--- src/rtl/jtopl_wrq_pkg.sv ---
// Shared definitions for the OPL host write queue: replay FSM encoding,
// default post-write wait times and queue entry sizing helpers.
package jtopl_wrq_pkg;

  typedef enum logic [1:0] {
    IDLE  = 2'd0,
    ISSUE = 2'd1,
    WAIT  = 2'd2
  } wrq_state_e;

  localparam int unsigned DEF_ADDR_WAIT = 12;
  localparam int unsigned DEF_DATA_WAIT = 84;

  // One queue entry holds {addr, din}
  function automatic int unsigned entry_w(input int unsigned aw);
    return aw + 8;
  endfunction

  function automatic int unsigned max_u(input int unsigned a, input int unsigned b);
    return (a > b) ? a : b;
  endfunction

endpackage

--- src/rtl/jtopl_wrq_fifo.sv ---
// Synchronous FIFO for queued host writes. A push while full is accepted
// only when a pop happens in the same cycle; otherwise it is dropped and
// drop_o flags it for that cycle.
module jtopl_wrq_fifo #(
  parameter int W     = 9,
  parameter int DEPTH = 16
) (
  input  logic                       clk,
  input  logic                       rst_n,
  input  logic                       push_i,
  input  logic                       pop_i,
  input  logic [W-1:0]               din_i,
  output logic [W-1:0]               dout_o,
  output logic                       full_o,
  output logic                       empty_o,
  output logic [$clog2(DEPTH):0]     count_o,
  output logic                       drop_o
);

  localparam int PW = $clog2(DEPTH);

  logic [W-1:0]  mem_q [DEPTH];
  logic [PW-1:0] wr_ptr_q;
  logic [PW-1:0] rd_ptr_q;
  logic [PW:0]   count_q;
  logic          do_push;
  logic          do_pop;

  assign empty_o = (count_q == '0);
  assign full_o  = (count_q == (PW+1)'(DEPTH));
  assign do_pop  = pop_i && !empty_o;
  assign do_push = push_i && (!full_o || do_pop);
  assign drop_o  = push_i && full_o && !do_pop;
  assign dout_o  = mem_q[rd_ptr_q];
  assign count_o = count_q;

  // Entry storage; contents are don't-care until written
  always_ff @(posedge clk) begin
    if (do_push) mem_q[wr_ptr_q] <= din_i;
  end

  // Pointers wrap naturally at DEPTH (power of two); count has one extra bit
  always_ff @(posedge clk) begin
    if (!rst_n) begin
      wr_ptr_q <= '0;
      rd_ptr_q <= '0;
      count_q  <= '0;
    end else begin
      if (do_push) wr_ptr_q <= wr_ptr_q + PW'(1);
      if (do_pop)  rd_ptr_q <= rd_ptr_q + PW'(1);
      case ({do_push, do_pop})
        2'b10:   count_q <= count_q + (PW+1)'(1);
        2'b01:   count_q <= count_q - (PW+1)'(1);
        default: count_q <= count_q;
      endcase
    end
  end

endmodule

--- src/rtl/jtopl_wrq.sv ---
// Host-bus front end for the OPL core: queues CPU register writes and replays
// them into the core, holding off after each write for the chip's wait time.
// Optional feature macro JTOPL_WRQ_BUSY_EN: when defined, dout[0] reports
// busy (queue non-empty or replay in progress); otherwise dout = status.
//
// state | meaning
// IDLE  | waiting for a queued entry; loads core_din/core_addr and pops it
// ISSUE | core_wr pulses for one cen cycle; wait counter loaded
// WAIT  | counting down the post-write hold-off
module jtopl_wrq
  import jtopl_wrq_pkg::*;
#(
  parameter int AW        = 1,
  parameter int DEPTH     = 16,
  parameter int ADDR_WAIT = DEF_ADDR_WAIT,
  parameter int DATA_WAIT = DEF_DATA_WAIT
) (
  input  logic          clk,
  input  logic          rst_n,
  input  logic          cen,
  input  logic [7:0]    din,
  input  logic [AW-1:0] addr,
  input  logic          cs_n,
  input  logic          wr_n,
  input  logic [7:0]    status,
  output logic [7:0]    dout,
  output logic [7:0]    core_din,
  output logic [AW-1:0] core_addr,
  output logic          core_wr,
  output logic          ovf
);

  localparam int EW     = entry_w(AW);
  localparam int CW_RAW = $clog2(max_u(ADDR_WAIT, DATA_WAIT));
  localparam int CW     = (CW_RAW < 1) ? 1 : CW_RAW;
  localparam logic [CW-1:0] ADDR_LOAD = CW'(ADDR_WAIT - 1);
  localparam logic [CW-1:0] DATA_LOAD = CW'(DATA_WAIT - 1);

  wrq_state_e            state_q;
  logic [CW-1:0]         cnt_q;
  logic [7:0]            core_din_q;
  logic [AW-1:0]         core_addr_q;
  logic                  wr_q;
  logic                  ovf_q;

  logic                  wr_act;
  logic                  fifo_push;
  logic                  fifo_pop;
  logic [EW-1:0]         fifo_head;
  logic                  fifo_full;
  logic                  fifo_empty;
  logic                  fifo_drop;
  logic [$clog2(DEPTH):0] fifo_count;

  assign wr_act    = !cs_n && !wr_n;
  assign fifo_push = wr_act && !wr_q;
  assign fifo_pop  = cen && (state_q == IDLE) && !fifo_empty;

  jtopl_wrq_fifo #(
    .W     (EW),
    .DEPTH (DEPTH)
  ) u_fifo (
    .clk     (clk),
    .rst_n   (rst_n),
    .push_i  (fifo_push),
    .pop_i   (fifo_pop),
    .din_i   ({addr, din}),
    .dout_o  (fifo_head),
    .full_o  (fifo_full),
    .empty_o (fifo_empty),
    .count_o (fifo_count),
    .drop_o  (fifo_drop)
  );

  // Occupancy is exported for observation; replay only needs empty/full
  logic unused_fifo;
  assign unused_fifo = ^{fifo_count, fifo_full};

  // Strobe edge detector and sticky overflow flag (both run every clk)
  always_ff @(posedge clk) begin
    if (!rst_n) begin
      wr_q  <= 1'b0;
      ovf_q <= 1'b0;
    end else begin
      wr_q <= wr_act;
      if (fifo_drop) ovf_q <= 1'b1;
    end
  end

  // Replay FSM with wait counter; advances only on cen
  always_ff @(posedge clk) begin
    if (!rst_n) begin
      state_q     <= IDLE;
      cnt_q       <= '0;
      core_din_q  <= '0;
      core_addr_q <= '0;
    end else if (cen) begin
      case (state_q)
        IDLE: begin
          if (!fifo_empty) begin
            core_addr_q <= fifo_head[EW-1:8];
            core_din_q  <= fifo_head[7:0];
            state_q     <= ISSUE;
          end
        end
        ISSUE: begin
          cnt_q   <= core_addr_q[0] ? DATA_LOAD : ADDR_LOAD;
          state_q <= WAIT;
        end
        WAIT: begin
          if (cnt_q == '0) state_q <= IDLE;
          else             cnt_q   <= cnt_q - CW'(1);
        end
        default: state_q <= IDLE;
      endcase
    end
  end

  // Gated by rst_n so a pending ISSUE cannot strobe the core during reset
  assign core_wr   = rst_n && cen && (state_q == ISSUE);
  assign core_din  = core_din_q;
  assign core_addr = core_addr_q;
  assign ovf       = ovf_q;

`ifdef JTOPL_WRQ_BUSY_EN
  logic busy;
  logic unused_status;
  assign busy          = !fifo_empty || (state_q != IDLE);
  assign unused_status = status[0];
  assign dout          = {status[7:1], busy};
`else
  assign dout = status;
`endif

endmodule

--- config.mk ---
export PLATFORM = sky130hd
export DESIGN_NAME = jtopl_wrq
export DESIGN_NICKNAME = d
export VERILOG_FILES = /design/src/rtl/jtopl_wrq_pkg.sv /design/src/rtl/jtopl_wrq_fifo.sv /design/src/rtl/jtopl_wrq.sv
export SDC_FILE = /design/constraint.sdc
export NUM_CORES = 1
export LEC_CHECK = 0
export CAP_MARGIN = 20
export CORE_MARGIN = 2
export CORE_UTILIZATION = 40
export DETAILED_ROUTE_END_ITERATION = 8
export GPL_ROUTABILITY_DRIVEN = 0
export PLACE_DENSITY_LB_ADDON = 0.3
export SLEW_MARGIN = 20
export SYNTH_ARGS = -nofsm -noshare
export SYNTH_HDL_FRONTEND = slang
export SYNTH_SLANG_ARGS = --single-unit
export TNS_END_PERCENT = 20
--- constraint.sdc ---
create_clock -name clk -period 3.7 [get_ports clk]
set_input_delay 1.11 -clock clk [delete_from_list [all_inputs] [get_ports clk]]
set_output_delay 1.11 -clock clk [all_outputs]
set_load 0.005 [all_outputs]
==> results.sh <==
export IMPL_status="complete, no violations"
export IMPL_design_area_sq_mm=0.008354
export IMPL_drv_cap=0
export IMPL_power_w=0.005000
export IMPL_arrival_ps=2380
export IMPL_cts_buffers_inserted=17
export IMPL_ys_seq_area_share_pct=69.43
export IMPL_syn_nets=453
export IMPL_vias=3837
export IMPL_row_count=48
export IMPL_first_pass_iters=4
export IMPL_postSynth_asyncResetShare_pct=0
export IMPL_ios=41
export IMPL_power_density_mw_per_mm2=598.5
export IMPL_fin_crit_sh_pct=94.35
export IMPL_setup_viol_count_final=0
export IMPL_clkTransAtPathRegs_ps=60
export IMPL_port_buffers=24
export IMPL_synth_cell_types=48
export IMPL_grt_remaining_overflow=0
export IMPL_cts_resized=0
export IMPL_hold_violations=0
export IMPL_synthFlopType="edfxtp_1"
export IMPL_crit_path_end_kind="output pin"
export IMPL_initial_utilization_pct=41.22
export IMPL_tightest_slew_ps=921.4
export IMPL_layout_common_cells="edfxtp_1, mux4_2, dfxtp_1"
export IMPL_clkLatencyLatePin_ps=420
export IMPL_ir_worst_vdd_mv=0.3653
export IMPL_netlist_area_sq_mm=0.007179
export IMPL_worstSetupPathType="in -> out"
export IMPL_wirelength_um=14070
export IMPL_period_needed_ps=3491
export IMPL_startpoint_type="input pin"
export IMPL_grt_first_pass_wirelength_um=21670
export IMPL_yosysWarnings=0
export IMPL_synth_seq_cells=177
export IMPL_stdcell_count=701
export IMPL_die_area_sq_mm=0.01904
export IMPL_clock_sinks=177
export IMPL_p_leak_nw=2.630
export IMPL_tns_ps=0
export IMPL_ant_nets=0
export IMPL_synth_cells=423
export IMPL_timing_fmax_ghz=0.2865
export IMPL_htree_levels=4
export IMPL_cts_buffer_depth=2
export IMPL_diodes=0
export IMPL_drive_gt1_share_pct=20.80
export IMPL_drc=0
export IMPL_finalMaxSlewViolations=0
export IMPL_rsz0062_at_grt="no"
export IMPL_placeableCoreArea_sq_mm=0.01742
export IMPL_grt_usage_pct=15.87
export IMPL_grt_pass1_vias=3967
export IMPL_slew_headroom_pct=38.49
export IMPL_grt_max_degree=39
export IMPL_fp_dieH_um=138.0
export IMPL_drt_iter0_markers=302
export IMPL_hold_path_class="reg -> reg"
export IMPL_root_buffer="clkbuf_16"
export IMPL_antenna_found_initial=0
export IMPL_skew_ps=14.68
export IMPL_fillCellCount=1472
export IMPL_placed_cells=669
export IMPL_critPathRequiredTime_ps=2590
export IMPL_area_growth_pct=16.36
export IMPL_avgRoutedWirePerCell_um=20.07
export IMPL_cts_setup_buffers=0
export IMPL_syn_area_per_cell_sq_um=16.97
export IMPL_hold_buffers=0
export IMPL_synth_edf_count=144
export IMPL_placed_cell_area_sq_mm=0.007750
export IMPL_layout_cells_most_common="edfxtp_1"
export IMPL_final_net_count=493
export IMPL_cts_tree="done"
export IMPL_die_w_um=138.0
export IMPL_place_hpwl_um=9084
export IMPL_vias_per_cell=5.474
export IMPL_worstPathMaxFanout=7
[metal layers]
metal / global-route usage (%) / routed length (um) / vias to the layer above / part of all wire [%]
met4: 5.499 / 160 / 0 / 1.1
met1: 20.41 / 6356 / 1987 / 45
met3: 4.532 / 636 / 10 / 4.5
met5: 0 / 0 / - / 0
met2: 25.91 / 6914 / 93 / 49
li1: - / - / 1747 / -
[cell type report]
| class | instances | area, sq um | share of cell area [%] |
|---|---|---|---|
| flip-flops and latches | 177 | 4986 | 59.68 |
| multi-input cells | 211 | 2028 | 24.28 |
| clock buffers | 21 | 460.4 | 5.511 |
| repair buffers | 49 | 427.9 | 5.122 |
| well taps | 225 | 281.5 | 3.370 |
| clock inverters | 11 | 143.9 | 1.722 |
| inverters | 7 | 26.28 | 0.3145 |
[synthesized netlist by cell type (all sizes together) (8+ instances only)]
master	number	area share (%)
clkbuf	16	0.84
mux4	36	11
buf	12	1.1
nand3	15	1.0
dfxtp	33	9.2
edfxtp	144	60
mux2i	21	2.9
o221ai	9	1.1
xnor2	10	1.2
nor2	18	0.94
ha	8	1.4
and2	8	0.70
nand2	22	1.2
[sequential cells by signal, summed over array words and instances (netlist names)]
register	cells
u_fifo.rd_ptr_q	4
core_addr	1
core_din	8
cnt_q	7
u_fifo.count_o	5
ovf	1
u_fifo.wr_ptr_q	4
wr_q	1
state_q	2
u_fifo.mem_q	144
[worst paths after layout]
path | from | to | slack, ps | cells after the start
hold / removal | core_din[3] | core_din[3] | 500 | 2
hold reg to reg | core_din[3] | core_din[3] | 500 | 2
setup / recovery | cen | core_wr | 210 | 3
setup reg to reg | state_q[1] | u_fifo.mem_q[3][5] | 1380 | 5
[metrics by stage]
stage               hold WS (ps)  setup slack (ps)  util [%]
floorplan                  464.8             539.9         -
global placement           492.7             245.8     44.50
detailed placement         491.4             174.0     44.50
CTS                        506.8             199.2     47.97
global route               526.8             151.4     47.97
finish                     501.7             209.1     47.97
[power by group]
group | switching, W | internal, W
Sequential | 0.000129 | 0.00225
Combinational | 0.000396 | 0.000423
Clock | 0.000753 | 0.00105
Total | 0.00128 | 0.00372
[critical path: stages]
cell and delay, ps:
clkdlybuf4s50_1 590, and3_1 190, clkdlybuf4s50_1 490
[cells by family after synthesis]
group                      Yosys count  synth area share, %
DFF                                177                69.43
muxes                               58                14.38
adders and majority gates            8                1.394
buffers and inverters               35                2.318
AOI/OAI and AO/OA                   40                4.392
xor gates and xnor gates            12                1.464
and+or+nand+nor                     93                6.622
Power figures use the tool's default switching activity.
